## src/rtl/m65_bus_pkg.sv

```systemverilog
// m65_bus_pkg: FSM states, bus owner encodings and requester IDs for the CPU/DMA bus slot arbiter
package m65_bus_pkg;
    typedef enum logic [1:0] {IDLE, GRANT_CPU, GRANT_DMA} arb_state_t;
    localparam logic [1:0] OWNER_NONE = 2'b00;
    localparam logic [1:0] OWNER_CPU  = 2'b01;
    localparam logic [1:0] OWNER_DMA  = 2'b10;
    localparam logic REQ_CPU = 1'b0;
    localparam logic REQ_DMA = 1'b1;
endpackage

```

## src/rtl/m65_slot_credit.sv

```systemverilog
// m65_slot_credit: single-bit paced slot credit with full_speed override and saturating missed-slot counter
module m65_slot_credit #(
    parameter int MISS_W = 8
) (
    input  logic              clk,
    input  logic              reset,
    input  logic              slot_step,
    input  logic              consume,
    input  logic              full_speed,
    output logic              credit,
    output logic [MISS_W-1:0] slot_miss_count
);
    logic credit_q;
    logic miss;
    always_comb begin
        credit = credit_q | slot_step | full_speed;
        miss   = slot_step & credit_q & ~consume;
    end
    always_ff @(posedge clk) begin
        if (reset) begin
            credit_q        <= 1'b0;
            slot_miss_count <= '0;
        end else begin
            credit_q <= (credit_q & slot_step) | ((credit_q | slot_step) & ~consume);
            if (miss && !(&slot_miss_count))
                slot_miss_count <= slot_miss_count + 1'b1;
        end
    end
endmodule

```

## src/rtl/m65_bus_slot_arb.sv

```systemverilog
// m65_bus_slot_arb: grants at most one CPU or DMA bus cycle per paced slot, DMA priority with CPU anti-starvation
module m65_bus_slot_arb
    import m65_bus_pkg::*;
#(
    parameter int STARVE_LIMIT = 8,
    parameter int MISS_W       = 8
) (
    input  logic              clk,
    input  logic              reset,
    input  logic              slot_step,
    input  logic              full_speed,
    input  logic              dma_priority,
    input  logic              cpu_req,
    input  logic              dma_req,
    input  logic              bus_ready,
    input  logic              mapper_busy,
    output logic              cpu_grant,
    output logic              dma_grant,
    output logic              cpu_ack,
    output logic              dma_ack,
    output logic [1:0]        bus_owner,
    output logic [MISS_W-1:0] slot_miss_count
);
    localparam logic [7:0] LIMIT = 8'(STARVE_LIMIT);
    arb_state_t state, state_nxt;
    logic       credit;
    logic       consume;
    logic       dma_wins;
    logic       last_winner;
    logic [7:0] starve_cnt;

    m65_slot_credit #(.MISS_W(MISS_W)) u_credit (
        .clk             (clk),
        .reset           (reset),
        .slot_step       (slot_step),
        .consume         (consume),
        .full_speed      (full_speed),
        .credit          (credit),
        .slot_miss_count (slot_miss_count)
    );

    always_ff @(posedge clk) begin
        if (reset) state <= IDLE;
        else       state <= state_nxt;
    end

    always_ff @(posedge clk) begin
        if (reset) begin
            starve_cnt  <= '0;
            last_winner <= REQ_DMA;
        end else if (consume) begin
            last_winner <= dma_wins ? REQ_DMA : REQ_CPU;
            starve_cnt  <= !dma_wins ? '0 :
                           (cpu_req && starve_cnt != LIMIT) ? starve_cnt + 8'd1 : starve_cnt;
        end
    end

    // A tie goes to DMA under priority until the CPU has lost LIMIT times in a row
    always_comb begin
        consume   = (state == IDLE) & credit & (cpu_req | dma_req);
        dma_wins  = dma_req & (~cpu_req | (dma_priority ? (starve_cnt != LIMIT) : (last_winner == REQ_CPU)));
        state_nxt = state;
        case (state)
            IDLE:      state_nxt = consume ? (dma_wins ? GRANT_DMA : GRANT_CPU) : IDLE;
            GRANT_CPU: state_nxt = cpu_ack ? IDLE : GRANT_CPU;
            GRANT_DMA: state_nxt = dma_ack ? IDLE : GRANT_DMA;
            default:   state_nxt = IDLE;
        endcase
    end

    always_comb begin
        cpu_grant = state == GRANT_CPU;
        dma_grant = state == GRANT_DMA;
        cpu_ack   = cpu_grant & bus_ready & ~mapper_busy;
        dma_ack   = dma_grant & bus_ready & ~mapper_busy;
        bus_owner = cpu_grant ? OWNER_CPU : dma_grant ? OWNER_DMA : OWNER_NONE;
    end
endmodule

```

## config.mk

```make
export PLATFORM = sky130hd
export DESIGN_NAME = m65_bus_slot_arb
export DESIGN_NICKNAME = d
export VERILOG_FILES = /design/src/rtl/m65_bus_pkg.sv /design/src/rtl/m65_slot_credit.sv /design/src/rtl/m65_bus_slot_arb.sv
export SDC_FILE = /design/constraint.sdc
export NUM_CORES = 1
export LEC_CHECK = 0
export ABC_AREA = 1
export BUFFER_PORTS_ARGS = -buffer_cell sky130_fd_sc_hd__buf_4
export CORE_UTILIZATION = 44
export DETAILED_ROUTE_END_ITERATION = 10
export PLACE_DENSITY = 0.66
export SLEW_MARGIN = 0
export SYNTH_ARGS = -nofsm -noshare
export SYNTH_HDL_FRONTEND = slang
export SYNTH_SLANG_ARGS = --single-unit
```

## constraint.sdc

```tcl
create_clock -name clk -period 3.3 [get_ports clk]
set_input_delay 0.66 -clock clk [delete_from_list [all_inputs] [get_ports clk]]
set_output_delay 0.66 -clock clk [all_outputs]
set_load 0.01 [all_outputs]
```

# == After elaboration in Yosys (flattened, before gate mapping) ==
# Index checks and enable logic that the tools add are counted.
# totals
ff_bits,20
input_bits,9
out_inout_bits,14
word_cells,47
# op_classes
addsub,2
n_eq_ne,4
n_mux,11
bitwise,19
reduce_logical,6
# op_table
op,count
$add A8 B1 Y8 const B,2
$mux W8,2
$and A1 B1 Y1,10
$mux W2,5
$ne A8 B4 Y1 const B,1
$reduce_and A8 Y1,1
$pmux W2 S3,1
$or A1 B1 Y1,5
$not A1 Y1,4
$mux W1,3
$eq A2 B1 Y1 const B,1
$eq A2 B2 Y1 const B,1
$logic_and A1 B1 Y1,2
$logic_not A2 Y1,1
$ne A2 B1 Y1 const B,1
$reduce_and A2 Y1,1
$logic_not A1 Y1,1

# == Depth between registers and ports, before layout ==
# depth
depth_word,7
mapped_depth,10
ltp_nobuf,10

# == Cells and area by module ==
# Synthesis repeated with hierarchy kept, for this count alone.
# unflattened
cells_unflattened,185
area_unflattened_um2,1212.4
# by_module_without_submodules
module,instances,cells_each,area_per_inst_um2,seq_area_each_um2
m65_bus_slot_arb,1,111,704.4,220.2
m65_slot_credit,1,74,508.0,180.2

# == Worst setup path before layout ==
# OpenSTA, ideal clock, no wires.
# synth_path
path_type,in2out
startpoint,input mapper_busy
endpoint,output cpu_ack
t_arrival_ns,1.036
t_required_ns,2.640
path_slack_ns,1.604
cell_stages,3
n_path_buf,0
cell_sequence,inv_1 nand2_1 nor3_1
# synth_via
elab_chain_len,2
# synth_rtl
element,line,text
start: declaration,m65_bus_slot_arb.sv:16,"input logic mapper_busy,"
$not A1 Y1,m65_bus_slot_arb.sv:74,cpu_ack = cpu_grant & bus_ready & ~mapper_busy;
$and A1 B1 Y1,m65_bus_slot_arb.sv:74,
end: declaration,m65_bus_slot_arb.sv:19,"output logic cpu_ack,"
# No other way between the ends.

# == Worst setup path in the final report ==
# layout_path
startpoint,input mapper_busy
endpoint,output dma_ack
# layout_via
elab_chain_len,2
# layout_rtl
element,line,text
$not A1 Y1,m65_bus_slot_arb.sv:75,dma_ack = dma_grant & bus_ready & ~mapper_busy;
$and A1 B1 Y1,m65_bus_slot_arb.sv:75,
end: declaration,m65_bus_slot_arb.sv:20,"output logic dma_ack,"
# No other way between the ends.

==> qor.yml <==
timing:
  rsz0062_at_grt: "no"
  fin_skew_ps: 5.45
  drv_slew: 0
  finalHoldViolations: 0
  min_period_over_period: 0.558
  worst_pin_slew_ps: 265
  setup_slack_ps: 1460
  setup_viol: 0
  max_clock_freq_mhz: 543
  period_minus_slack_ps: 1840
  slew_headroom: 0.822
  tns_ps: 0
floorplanning:
  initial_core_util: 0.466
  die-width_um: 53.5
  core_area_mm2: 0.00250
  die_h_um: 53.5
  die-area_mm2: 0.00286
  std_cell_rows: 18
  io_pins: 23
logic_synthesis:
  synthCells: 172
  yosysWarnings: 0
  async_reset_ff_frac: 0
  yosysUniqueCellTypes: 26
  synth_nets: 184
  ys_seq_elements: 20
  seq_area_frac_synth: 0.343
  synth_top_flop_cell: "dfxtp_1"
  syn_area_mm2: 0.00117
  syn_area_per_cell_um2: 6.78
  synth_edf_count: 0
clocking:
  root_buffer: "clkbuf_4"
  cts_resized: 0
  htreeDepth: 1
  cts_setup_buffers: 0
  cts_sinks: 20
  postCtsHoldBufs: 0
  cts_buffers: 3
  clock_path_buffers: 2
  clkSlewWorstSetupHoldPaths_ps: 120
  cts_tree: "built"
  clock_latency_ps: 320
setup_path:
  crit_top_cell: "buf_4"
  crit_path_top_delay_cell: "nor3_1"
  cp.required_ps: 2640
  cp.arrival_ps: 1180
  crit_type: "input port to primary output"
  cp_slowest_stage_delay_ps: 150
  cp-start-kind: "input port"
  crit_path_end_kind: "primary output"
  cp_max_fo: 4
  cp_cell_sequence: "buf_4, inv_1, nand2_1, nor3_1, buf_4"
pwr:
  p_seq_frac: 0.517
  swShare: 0.296
  ir_drop_v: 0.000204
  power_density_mw_per_mm2: 360
  total_leakage_power_nw: 0.637
  p_comb_frac: 0.182
  netSwitchingPower_mw: 0.148
  clock_power_share: 0.301
  power.internal_mw: 0.353
placement:
  dp_hpwl_um: 1880
  dp_slack_ps: 1460
  place_congestion: 0.765
  numPortBuffers: 22
route:
  route.detailed.drc: 0
  wl_per_cell_um: 11.0
  drtPass1Iterations: 4
  ant_nets: 0
  wl_um: 2480
  drtIter0Drc: 17
  via_per_inst: 5.04
  vias: 1138
flow_run:
  drv_cap: 0
cells_and_area:
  final_common_cell: "nand2_1"
  antennaDiodeCount: 0
  n_fill_cell: 247
  seqCellArea_um2: 400
  area_growth_pct: 19.5
  nets: 209
  multi_input_area_um2: 657
  layout_common_cells: "nand2_1 (42), inv_1 (23), buf_4 (22), dfxtp_1 (20), nor2_1 (17)"
  drive_above_1_share: 0.209
outcome:
  status: "completed"
grt:
  grt_max_degree: 14
  grt.total_usage: 0.186
  grt_overflow_total: 0
  grt_pass1_wl_um: 3790
  antenna_found_initial: 0
  first_global_vias: 871
min_path:
  min_path_type: "register to register"
-- Yosys cell counts, drive strengths merged (3+ instances only) --
cell type | n | area share
inv | 26 | 0.084
xor2 | 6 | 0.045
o21ai | 6 | 0.026
ha | 3 | 0.032
nor3 | 5 | 0.021
a21oi | 15 | 0.074
nand2 | 44 | 0.15
nand3 | 17 | 0.082
nor2 | 21 | 0.089
dfxtp | 20 | 0.34
-- logic make-up after synthesis --
| group | after synthesis | synth area share |
|---|---|---|
| fa+ha+maj | 3 | 0.0322 |
| compound gates | 24 | 0.118 |
| buf+inv | 28 | 0.0933 |
| xor+xnor | 7 | 0.0526 |
| flops | 20 | 0.343 |
| simple gates | 90 | 0.361 |
-- worst max-delay path, delay by kind of cell --
kind / cells / cell delay, ps
buffers and inverters: 3 / 300
AND/OR/NAND/NOR: 2 / 230
-- power by group through the flow --
| stage | logic (mW) | clock network, mW | registers, mW |
|---|---|---|---|
| 6_report | 0.0915 | 0.151 | 0.259 |
| 5_1_grt | 0.102 | 0.164 | 0.261 |
| 4_1_cts | 0.0916 | 0.157 | 0.259 |
| 3_5_place_dp | 0.0913 | 0 | 0.264 |
| 3_3_place_gp | 0.0899 | 0 | 0.264 |
| 2_1_floorplan | 0.0612 | 0 | 0.263 |
-- layer usage --
| metal | global-route usage | part of all wire | vias up |
|---|---|---|---|
| li1 | - | - | 593 |
| met4 | 0.0965 | 0.021 | 0 |
| met3 | 0.0259 | 0.061 | 5 |
| met5 | 0 | 0 | - |
| met2 | 0.279 | 0.42 | 42 |
| met1 | 0.253 | 0.50 | 498 |
-- final timing paths --
check | slack [ps] | end | cells past startpoint | from
setup / recovery | 1460 | dma_ack | 5 | mapper_busy
hold / removal | 490 | last_winner$_SDFFE_PP1P_ | 2 | last_winner$_SDFFE_PP1P_
setup reg to reg | 1740 | u_credit.slot_miss_count[1]$_SDFFE_PP0P_ | 8 | u_credit.slot_miss_count[0]$_SDFFE_PP0P_
hold reg to reg | 490 | last_winner$_SDFFE_PP1P_ | 2 | last_winner$_SDFFE_PP1P_
-- sequential cells by signal (all words and copies together), names as in the netlist --
| name | flops |
|---|---|
| last_winner | 1 |
| starve_cnt | 8 |
| u_credit.slot_miss_count | 8 |
| u_credit.credit_q | 1 |
| state | 2 |
-- layout make-up --
type / count / area share
Multi-Input combinational cell: 124 / 0.471
Sequential cell: 20 / 0.287
Timing Repair Buffer: 22 / 0.118
Inverter: 26 / 0.0700
Tap cell: 30 / 0.0269
Clock buffer: 4 / 0.0260
-- through the flow --
step | instances | cell area [um^2] | total power, mW | hold slack [ps] | util
after detailed placement | 222 | 1360 | 0.356 | 460 | 0.543
final | 226 | 1390 | 0.501 | 487 | 0.558
after global routing | 226 | 1390 | 0.526 | 518 | 0.558
after floorplan | 172 | 1170 | 0.324 | 434 | -
after CTS | 226 | 1390 | 0.507 | 492 | 0.558
after global placement | 222 | 1360 | 0.354 | 457 | 0.543
No activity file was read; power rests on OpenSTA's default activity.
